`config.mk`:
```
export PLATFORM = sky130hd
export DESIGN_NAME = mc_controller
export DESIGN_NICKNAME = d
export VERILOG_FILES = /design/src/rtl/mc_controller_pkg.sv /design/src/rtl/mc_controller_alu_dec.sv /design/src/rtl/mc_controller.sv
export SDC_FILE = /design/constraint.sdc
export NUM_CORES = 1
export LEC_CHECK = 0
export CORE_MARGIN = 4
export CORE_UTILIZATION = 39
export CTS_BUF_LIST = sky130_fd_sc_hd__clkbuf_8
export CTS_CLUSTER_DIAMETER = 50
export DETAILED_ROUTE_END_ITERATION = 6
export GPL_TIMING_DRIVEN = 0
export MAX_ROUTING_LAYER = met4
export PLACE_DENSITY_LB_ADDON = 0.3
export SETUP_SLACK_MARGIN = 0.2
export SLEW_MARGIN = 20
export SYNTH_ARGS = -nofsm -noshare
export SYNTH_HDL_FRONTEND = slang
export SYNTH_HIERARCHICAL = 1
export SYNTH_SLANG_ARGS = --single-unit
```
`constraint.sdc`:
```
create_clock -name clk -period 1.8 [get_ports clk]
set_clock_uncertainty 0.2 [all_clocks]
set_input_delay 0.36 -clock clk [delete_from_list [all_inputs] [get_ports clk]]
set_output_delay 0.36 -clock clk [all_outputs]
set_load 0.005 [all_outputs]
```
`src/rtl/mc_controller_pkg.sv`:
```
// Shared types and constants for the multi-cycle RV32I main controller.
// Used by mc_controller and its ALU decoder.
package mc_controller_pkg;

    typedef enum logic [3:0] {
        S_FETCH,
        S_DECODE,
        S_MEMADR,
        S_MEMREAD,
        S_MEMWB,
        S_MEMWRITE,
        S_EXEC_R,
        S_EXEC_I,
        S_ALUWB,
        S_BRANCH,
        S_JAL,
        S_JALR,
        S_LINK,
        S_LUI,
        S_AUIPC,
        S_ILLEGAL
    } state_t;

    typedef enum logic [2:0] {
        IMM_I = 3'b000,
        IMM_S = 3'b001,
        IMM_B = 3'b010,
        IMM_U = 3'b011,
        IMM_J = 3'b100,
        IMM_R = 3'b111
    } imm_src_t;

    typedef enum logic [1:0] {
        SRCA_PC    = 2'b00,
        SRCA_OLDPC = 2'b01,
        SRCA_RS1   = 2'b10,
        SRCA_ZERO  = 2'b11
    } src_a_t;

    typedef enum logic [1:0] {
        SRCB_RS2  = 2'b00,
        SRCB_IMM  = 2'b01,
        SRCB_FOUR = 2'b10
    } src_b_t;

    typedef enum logic [1:0] {
        RES_ALUOUT = 2'b00,
        RES_DATA   = 2'b01,
        RES_ALU    = 2'b10
    } result_src_t;

    typedef enum logic [3:0] {
        ALU_ADD  = 4'b0000,
        ALU_SUB  = 4'b0001,
        ALU_AND  = 4'b0010,
        ALU_OR   = 4'b0011,
        ALU_XOR  = 4'b0100,
        ALU_SLT  = 4'b0101,
        ALU_SLTU = 4'b0110,
        ALU_SLL  = 4'b0111,
        ALU_SRL  = 4'b1000,
        ALU_SRA  = 4'b1001
    } alu_ctrl_t;

    typedef enum logic [1:0] {
        ALUOP_ADD,
        ALUOP_SUB,
        ALUOP_FUNCT
    } alu_op_t;

    localparam logic [6:0] OP_LOAD   = 7'b0000011;
    localparam logic [6:0] OP_STORE  = 7'b0100011;
    localparam logic [6:0] OP_R      = 7'b0110011;
    localparam logic [6:0] OP_I      = 7'b0010011;
    localparam logic [6:0] OP_BRANCH = 7'b1100011;
    localparam logic [6:0] OP_JAL    = 7'b1101111;
    localparam logic [6:0] OP_JALR   = 7'b1100111;
    localparam logic [6:0] OP_LUI    = 7'b0110111;
    localparam logic [6:0] OP_AUIPC  = 7'b0010111;

    // funct3 010/011 are not branch encodings and never redirect the PC.
    function automatic logic branch_taken(input logic [2:0] funct3,
                                          input logic zero, input logic lt,
                                          input logic ltu);
        case (funct3)
            3'b000:  return zero;
            3'b001:  return !zero;
            3'b100:  return lt;
            3'b101:  return !lt;
            3'b110:  return ltu;
            3'b111:  return !ltu;
            default: return 1'b0;
        endcase
    endfunction

endpackage

```
`src/rtl/mc_controller_alu_dec.sv`:
```
// ALU decoder: maps the controller's alu_op class plus instruction fields
// onto the ALU control code.
module mc_controller_alu_dec
    import mc_controller_pkg::*;
(
    input  alu_op_t     alu_op_i,
    input  logic [2:0]  funct3_i,
    input  logic        funct7b5_i,
    input  logic        op5_i,
    output logic [3:0]  alu_ctrl_o
);

    always_comb begin
        alu_ctrl_o = ALU_ADD;
        case (alu_op_i)
            ALUOP_ADD: alu_ctrl_o = ALU_ADD;
            ALUOP_SUB: alu_ctrl_o = ALU_SUB;
            default: begin
                case (funct3_i)
                    // Only R-type (op[5]=1) turns funct7b5 into a subtract.
                    3'b000:  alu_ctrl_o = (op5_i && funct7b5_i) ? ALU_SUB : ALU_ADD;
                    3'b001:  alu_ctrl_o = ALU_SLL;
                    3'b010:  alu_ctrl_o = ALU_SLT;
                    3'b011:  alu_ctrl_o = ALU_SLTU;
                    3'b100:  alu_ctrl_o = ALU_XOR;
                    3'b101:  alu_ctrl_o = funct7b5_i ? ALU_SRA : ALU_SRL;
                    3'b110:  alu_ctrl_o = ALU_OR;
                    default: alu_ctrl_o = ALU_AND;
                endcase
            end
        endcase
    end

endmodule

```
`src/rtl/mc_controller.sv`:
```
// Multi-cycle RV32I main controller with req/ready memory handshake.
// Define ILLEGAL_TRAP_EN to make unknown opcodes a sticky trap state.
module mc_controller
    import mc_controller_pkg::*;
(
    input  logic        clk,
    input  logic        reset,
    input  logic [6:0]  op,
    input  logic [2:0]  funct3,
    input  logic        funct7b5,
    input  logic        zero,
    input  logic        lt,
    input  logic        ltu,
    input  logic        mem_ready,
    output logic [2:0]  imm_src,
    output logic [1:0]  alu_src_a,
    output logic [1:0]  alu_src_b,
    output logic [3:0]  alu_ctrl,
    output logic [1:0]  result_src,
    output logic        adr_src,
    output logic        mem_req,
    output logic        mem_write,
    output logic        ir_write,
    output logic        pc_write,
    output logic        reg_write,
    output logic        illegal_instr
);

    state_t  state_q, state_d;
    alu_op_t alu_op;

    // NOTE: sequential state uses non-blocking assignment; reset is synchronous.
    always_ff @(posedge clk) begin
        if (reset) state_q <= S_FETCH;
        else       state_q <= state_d;
    end

    // NOTE: every output gets a default first so no path can infer a latch.
    always_comb begin
        state_d    = state_q;
        imm_src    = IMM_I;
        alu_src_a  = SRCA_PC;
        alu_src_b  = SRCB_RS2;
        result_src = RES_ALUOUT;
        adr_src    = 1'b0;
        alu_op     = ALUOP_ADD;
        mem_req    = 1'b0;
        mem_write  = 1'b0;
        ir_write   = 1'b0;
        pc_write   = 1'b0;
        reg_write  = 1'b0;

        case (state_q)
            S_FETCH: begin
                mem_req    = 1'b1;
                alu_src_b  = SRCB_FOUR;
                result_src = RES_ALU;
                if (mem_ready) begin
                    ir_write = 1'b1;
                    pc_write = 1'b1;
                    state_d  = S_DECODE;
                end
            end
            S_DECODE: begin
                alu_src_a = SRCA_OLDPC;
                alu_src_b = SRCB_IMM;
                imm_src   = (op == OP_JAL) ? IMM_J : IMM_B;
                case (op)
                    OP_LOAD, OP_STORE: state_d = S_MEMADR;
                    OP_R:              state_d = S_EXEC_R;
                    OP_I:              state_d = S_EXEC_I;
                    OP_BRANCH:         state_d = S_BRANCH;
                    OP_JAL:            state_d = S_JAL;
                    OP_JALR:           state_d = S_JALR;
                    OP_LUI:            state_d = S_LUI;
                    OP_AUIPC:          state_d = S_AUIPC;
`ifdef ILLEGAL_TRAP_EN
                    default:           state_d = S_ILLEGAL;
`else
                    default:           state_d = S_FETCH;
`endif
                endcase
            end
            S_MEMADR: begin
                alu_src_a = SRCA_RS1;
                alu_src_b = SRCB_IMM;
                imm_src   = (op == OP_STORE) ? IMM_S : IMM_I;
                state_d   = (op == OP_STORE) ? S_MEMWRITE : S_MEMREAD;
            end
            S_MEMREAD: begin
                mem_req = 1'b1;
                adr_src = 1'b1;
                if (mem_ready) state_d = S_MEMWB;
            end
            S_MEMWB: begin
                result_src = RES_DATA;
                reg_write  = 1'b1;
                state_d    = S_FETCH;
            end
            S_MEMWRITE: begin
                mem_req   = 1'b1;
                mem_write = 1'b1;
                adr_src   = 1'b1;
                if (mem_ready) state_d = S_FETCH;
            end
            S_EXEC_R: begin
                alu_src_a = SRCA_RS1;
                alu_src_b = SRCB_RS2;
                alu_op    = ALUOP_FUNCT;
                state_d   = S_ALUWB;
            end
            S_EXEC_I: begin
                alu_src_a = SRCA_RS1;
                alu_src_b = SRCB_IMM;
                alu_op    = ALUOP_FUNCT;
                state_d   = S_ALUWB;
            end
            S_ALUWB: begin
                reg_write = 1'b1;
                state_d   = S_FETCH;
            end
            S_BRANCH: begin
                alu_src_a = SRCA_RS1;
                alu_src_b = SRCB_RS2;
                alu_op    = ALUOP_SUB;
                pc_write  = branch_taken(funct3, zero, lt, ltu);
                state_d   = S_FETCH;
            end
            S_JAL: begin
                alu_src_a = SRCA_OLDPC;
                alu_src_b = SRCB_FOUR;
                pc_write  = 1'b1;
                state_d   = S_ALUWB;
            end
            S_JALR: begin
                alu_src_a  = SRCA_RS1;
                alu_src_b  = SRCB_IMM;
                result_src = RES_ALU;
                pc_write   = 1'b1;
                state_d    = S_LINK;
            end
            S_LINK: begin
                alu_src_a = SRCA_OLDPC;
                alu_src_b = SRCB_FOUR;
                state_d   = S_ALUWB;
            end
            S_LUI: begin
                alu_src_a = SRCA_ZERO;
                alu_src_b = SRCB_IMM;
                imm_src   = IMM_U;
                state_d   = S_ALUWB;
            end
            S_AUIPC: begin
                alu_src_a = SRCA_OLDPC;
                alu_src_b = SRCB_IMM;
                imm_src   = IMM_U;
                state_d   = S_ALUWB;
            end
`ifdef ILLEGAL_TRAP_EN
            S_ILLEGAL: state_d = S_ILLEGAL;
`endif
            default: state_d = S_FETCH;
        endcase

        // Reset suppresses every side effect, even mid-access.
        if (reset) begin
            mem_req   = 1'b0;
            mem_write = 1'b0;
            ir_write  = 1'b0;
            pc_write  = 1'b0;
            reg_write = 1'b0;
        end
    end

`ifdef ILLEGAL_TRAP_EN
    assign illegal_instr = (state_q == S_ILLEGAL) && !reset;
`else
    assign illegal_instr = 1'b0;
`endif

    mc_controller_alu_dec alu_dec (
        .alu_op_i   (alu_op),
        .funct3_i   (funct3),
        .funct7b5_i (funct7b5),
        .op5_i      (op[5]),
        .alu_ctrl_o (alu_ctrl)
    );

endmodule
```
==> summary.md, run 1 <==
| Metric | Value |
|---|---|
| CTS sink cnt | `4` |
| Clk root buf | `clkbuf_8` |
| Stopping stage | `5_1_grt` |
| Post-GRT worst EP | `alu_ctrl[0]` |
| Mapped Cells | `125` |
| Post-synth ARST share | `0` |
| CTS H-Tree Depth | `1` |
| I/O Buffers | `34` |
| Hold_buf cts | `0` |
| Main synth FF type | `dfxtp_1` |
| DP HPWL | `2.060 mm` |
| Stop err | `[ERROR DPL-0038] Utilization greater than 100%, impossible to legalize` |
| Status | `stopped before the end` |
| Synthesized flop and latch total | `4` |
| Die H | `53.63 um` |
| Max Root-Sink Buffers | `2` |
| Largest net degree at the start of global routing | `11` |
| IO Pins | `37` |
| Most frequent cells after synthesis | `nand2_1, nor2_1, o21ai_0, nor2b_1, a21oi_1` |
| Initial core utilization | `0.4139` |
| Worst_ep kind | `output port` |
| Horiz. Die Dim | `53.63 um` |
| Num rows | `16` |
| Synth area leaders | `dfxtp_1, nor2b_1, o21ai_0` |
| Netlist cell types | `45` |
| RePlAce Congestion | `0.8501` |
| Synth Area per Inst | `6.496 sq um` |
| Yosys warnings | `6` |
| Synth Cell Area | `812.0 sq um` |
| Total CTS buffers | `3` |
| Number of synthesized flops with an enable pin | `0` |
| Yosys top cell area share | `0.09861` |
| Leading area contributor after synthesis | `dfxtp_1` |
| Post-Syn Nets | `142` |
| Sequential area share after synthesis | `0.09861` |
-- stage by stage --
step | cell area (sq um) | util | hold WS [ns] | cells | setup slack (ns)
4_1_cts | 1725 | 0.8795 | 0.1486 | 230 | -0.2539
3_5_place_dp | 1255 | 0.6397 | 0.3801 | 186 | -0.9208
3_3_place_gp | 1255 | 0.6397 | 0.3793 | 186 | -0.8813
2_1_floorplan | 880.8 | - | 0.3268 | 125 | 0.1221
-- logic make-up after synthesis --
family,share of synthesized area
multiplexers,0.02465
XOR/XNOR,0.05393
other,0.004618
buffers and inverters,0.09090
AND/OR/NAND/NOR,0.4823
flip-flops,0.09862
AO/OA/AOI/OAI,0.2450
-- timing repair --
item,in CTS
setup endpoints to repair,23
pin swaps,21
buffers inserted,39
gates cloned,1
gates resized for setup,154
==> inputs of run 2 (changes only) <==
==> config.mk (replaced) <==
export PLATFORM = sky130hd
export DESIGN_NAME = mc_controller
export DESIGN_NICKNAME = d
export VERILOG_FILES = /design/src/rtl/mc_controller_pkg.sv /design/src/rtl/mc_controller_alu_dec.sv /design/src/rtl/mc_controller.sv
export SDC_FILE = /design/constraint.sdc
export NUM_CORES = 1
export LEC_CHECK = 0
export CORE_AREA = 4 4 65 67
export DETAILED_ROUTE_END_ITERATION = 6
export DIE_AREA = 0 0 69 71
export GPL_TIMING_DRIVEN = 0
export PLACE_DENSITY_LB_ADDON = 0.15
export SLEW_MARGIN = 20
export SYNTH_ARGS = -nofsm -noshare
export SYNTH_HDL_FRONTEND = slang
export SYNTH_HIERARCHICAL = 1
export SYNTH_SLANG_ARGS = --single-unit
==> constraint.sdc (replaced) <==
create_clock -name clk -period 2.35 [get_ports clk]
set_clock_uncertainty 0.2 [all_clocks]
set_input_delay 0.47 -clock clk [delete_from_list [all_inputs] [get_ports clk]]
set_output_delay 0.47 -clock clk [all_outputs]
set_load 0.005 [all_outputs]
==> run 2 against run 1 <==
Against the previous run:
- the run now ends clean
- synthesized area stayed put
- synthesized cell count stayed put
==> summary.md, run 2 <==
| Metric | Value |
|---|---|
| Main synth FF type | `dfxtp_1` |
| Max rail drop VDD | `109.4 uV` |
| Crit start category | `register` |
| Kind of critical path | `register to output pin` |
| Overall routing resource usage | `0.1184` |
| Slew Viols, Final | `0` |
| Final ANT Viol Nets | `0` |
| Final setup TNS | `0 ns` |
| DP HPWL | `2.159 mm` |
| Most frequent cells in the layout | `dlygate4sd2_1, nand2_1, nor2_1, o21ai_0, buf_4` |
| Largest net degree at the start of global routing | `11` |
| Die H | `71 um` |
| Pre-CTS WS | `-0.6332 ns` |
| Final min period | `2.273 ns` |
| I/O Buffers | `34` |
| Congestion Overflow GR | `0` |
| Hold-critical path depth | `2` |
| Layout overhead on the synthesized area | `72.73%` |
| Vias in the first global route | `1086` |
| Power per Cell Area | `236.9 nW/um^2` |
| Yosys warnings | `6` |
| # setup viols final | `0` |
| Hold_buf cts | `0` |
| Clock slew seen by the registers of the worst setup and hold paths | `0.03 ns` |
| Post-layout net count | `189` |
| Final period util | `0.9671` |
| Most frequent cells after synthesis | `nand2_1, nor2_1, o21ai_0, nor2b_1, a21oi_1` |
| Critical Path AT | `1.60 ns` |
| Share of layout cells above drive strength 1 | `0.2529` |
| Synth Area per Inst | `6.496 sq um` |
| Max Root-Sink Buffers | `2` |
| Final Hold Viols | `0` |
| Synth Cell Area | `812.0 sq um` |
| CTS tree | `built` |
| CTS sink cnt | `4` |
| Reg with most FFs | `state_q` |
| Status | `completed` |
| Commonest non-fill, non-tap cell in the layout | `dlygate4sd2_1` |
| Via count | `1062` |
| R2R Path Start | `state_q[2]$_SDFFE_PP0P_` |
| Path depth of the worst reg2reg path | `5` |
| Top flop regs | `state_q x4` |
| Max reg flops | `4` |
| Synthesized flop and latch total | `4` |
| DIE AREA | `4899 sq um` |
| Core Box Area | `3633 sq um` |
| Post-Syn Nets | `142` |
| FMAX | `440.0 MHz` |
| Clock Latency Late Sink | `0.22 ns` |
| Sequential area share after synthesis | `0.09861` |
| Filler cell count | `426` |
| Vias/cell | `4.872` |
| DRT Pass-1 Iters | `4` |
| Reg area | `91.34 sq um` |
| Yosys top cell area share | `0.09861` |
| Hold Crit Start | `reset` |
| Initial antenna violation count | `0` |
| Total CTS buffers | `3` |
| RePlAce Congestion | `0.7998` |
| Multi-input gate area | `714.4 sq um` |
| IO Pins | `37` |
| Ant. Diodes | `0` |
| CP max FO | `10` |
| CP endpoint kind | `output pin` |
| Clk root buf | `clkbuf_8` |
| Leading area contributor after synthesis | `dfxtp_1` |
| Drt wl/cell | `13.25 um` |
| First-pass GRT wire length | `4.933 mm` |
| Number of max-cap violations | `0` |
| Initial core utilization | `0.2235` |
| Synth area leaders | `dfxtp_1, nor2b_1, o21ai_0` |
| Leakage dissipation | `0.6428 nW` |
| Post-synth ARST share | `0` |
| Worst EP required | `1.68 ns` |
| Final WS setup | `0.07722 ns` |
| DRT iter0 DRCs | `42` |
| CTS H-Tree Depth | `1` |
| Routed WL | `2.889 mm` |
| Critical Path Source | `state_q[2]$_SDFFE_PP0P_` |
| Worst hold path type | `primary input to register` |
| Netlist cell types | `45` |
| Number of synthesized flops with an enable pin | `0` |
| Horiz. Die Dim | `69 um` |
| Num rows | `22` |
| # DRC | `0` |
| Mapped Cells | `125` |
| Tot Pwr | `332.3 uW` |
[run 2: cell counts after synthesis]
Identical to the previous run, type by type.
[run 2: worst paths after layout]
kind                                  end  slack [ns]
setup / recovery              alu_ctrl[0]        0.08
hold / removal    state_q[1]$_SDFFE_PP0P_        0.40
setup reg to reg  state_q[3]$_SDFFE_PP0P_        0.46
hold reg to reg   state_q[1]$_SDFFE_PP0P_        0.47
[run 2: logic make-up (layout without fill, tap and decap cells)]
logic type / after synthesis / after routing / share of synthesized area
AOI/OAI and AO/OA: 31 / 31 / 0.2450
xor gates and xnor gates: 5 / 5 / 0.05393
buffers and inverters: 16 / 61 / 0.09090
DFF: 4 / 4 / 0.09862
muxes: 2 / 2 / 0.02465
other: 1 / 1 / 0.004618
and+or+nand+nor: 66 / 66 / 0.4823
[run 2: routing by layer]
| layer | track usage | wire length (um) | up-vias |
|---|---|---|---|
| met5 | 0 | 0 | - |
| met4 | 0.04555 | 57 | 0 |
| met3 | 0.01563 | 98 | 6 |
| met2 | 0.2034 | 1389 | 28 |
| met1 | 0.1500 | 1343 | 484 |
| li1 | - | - | 544 |
[run 2: area by class of cell]
type / instances / area share
Multi-Input combinational cell: 105 / 0.5094
Clock buffer: 3 / 0.02944
Buffer: 10 / 0.07315
Inverter: 6 / 0.01606
Sequential cell: 4 / 0.06512
Timing Repair Buffer: 42 / 0.2640
Tap cell: 48 / 0.04282
[run 2: metrics by stage]
stage	hold slack, ns	std cells	cell area [sq um]	utilization
3_5_place_dp	0.5536	207	1212	0.3337
2_1_floorplan	0.4525	125	812.0	-
3_3_place_gp	0.5430	207	1212	0.3337
4_1_cts	0.3835	218	1380	0.3798
6_report	0.3950	218	1403	0.3860
5_1_grt	0.4262	218	1403	0.3860
[run 2: worst max-delay path, cell delays in order (launching register included)]
cell and delay (ns):
dfxtp_4 0.35, buf_6 0.12, buf_8 0.13, nand2b_4 0.07, nor2_4 0.14, buf_4 0.13, o211ai_1 0.07, o22ai_1 0.12
dlygate4sd2_1 0.26
[run 2: repair_timing]
| item | 4_1_cts | 5_1_grt |
|---|---|---|
| gates cloned | 1 | 0 |
| endpoints found under the hold margin | 0 | 0 |
| pin swaps | 5 | 2 |
| gates resized for setup | 70 | 8 |
| endpoints found under the setup margin | 19 | 7 |
| setup buffers | 7 | 0 |
[run 2: report_power, final]
part / internal (mW) / switching [mW] / total, mW
clock: 0.109 / 0.0344 / 0.143
combinational: 0.0635 / 0.0575 / 0.121
sequential: 0.0666 / 0.00121 / 0.0679
total: 0.239 / 0.0931 / 0.332
(Power assumes the default switching activity.)
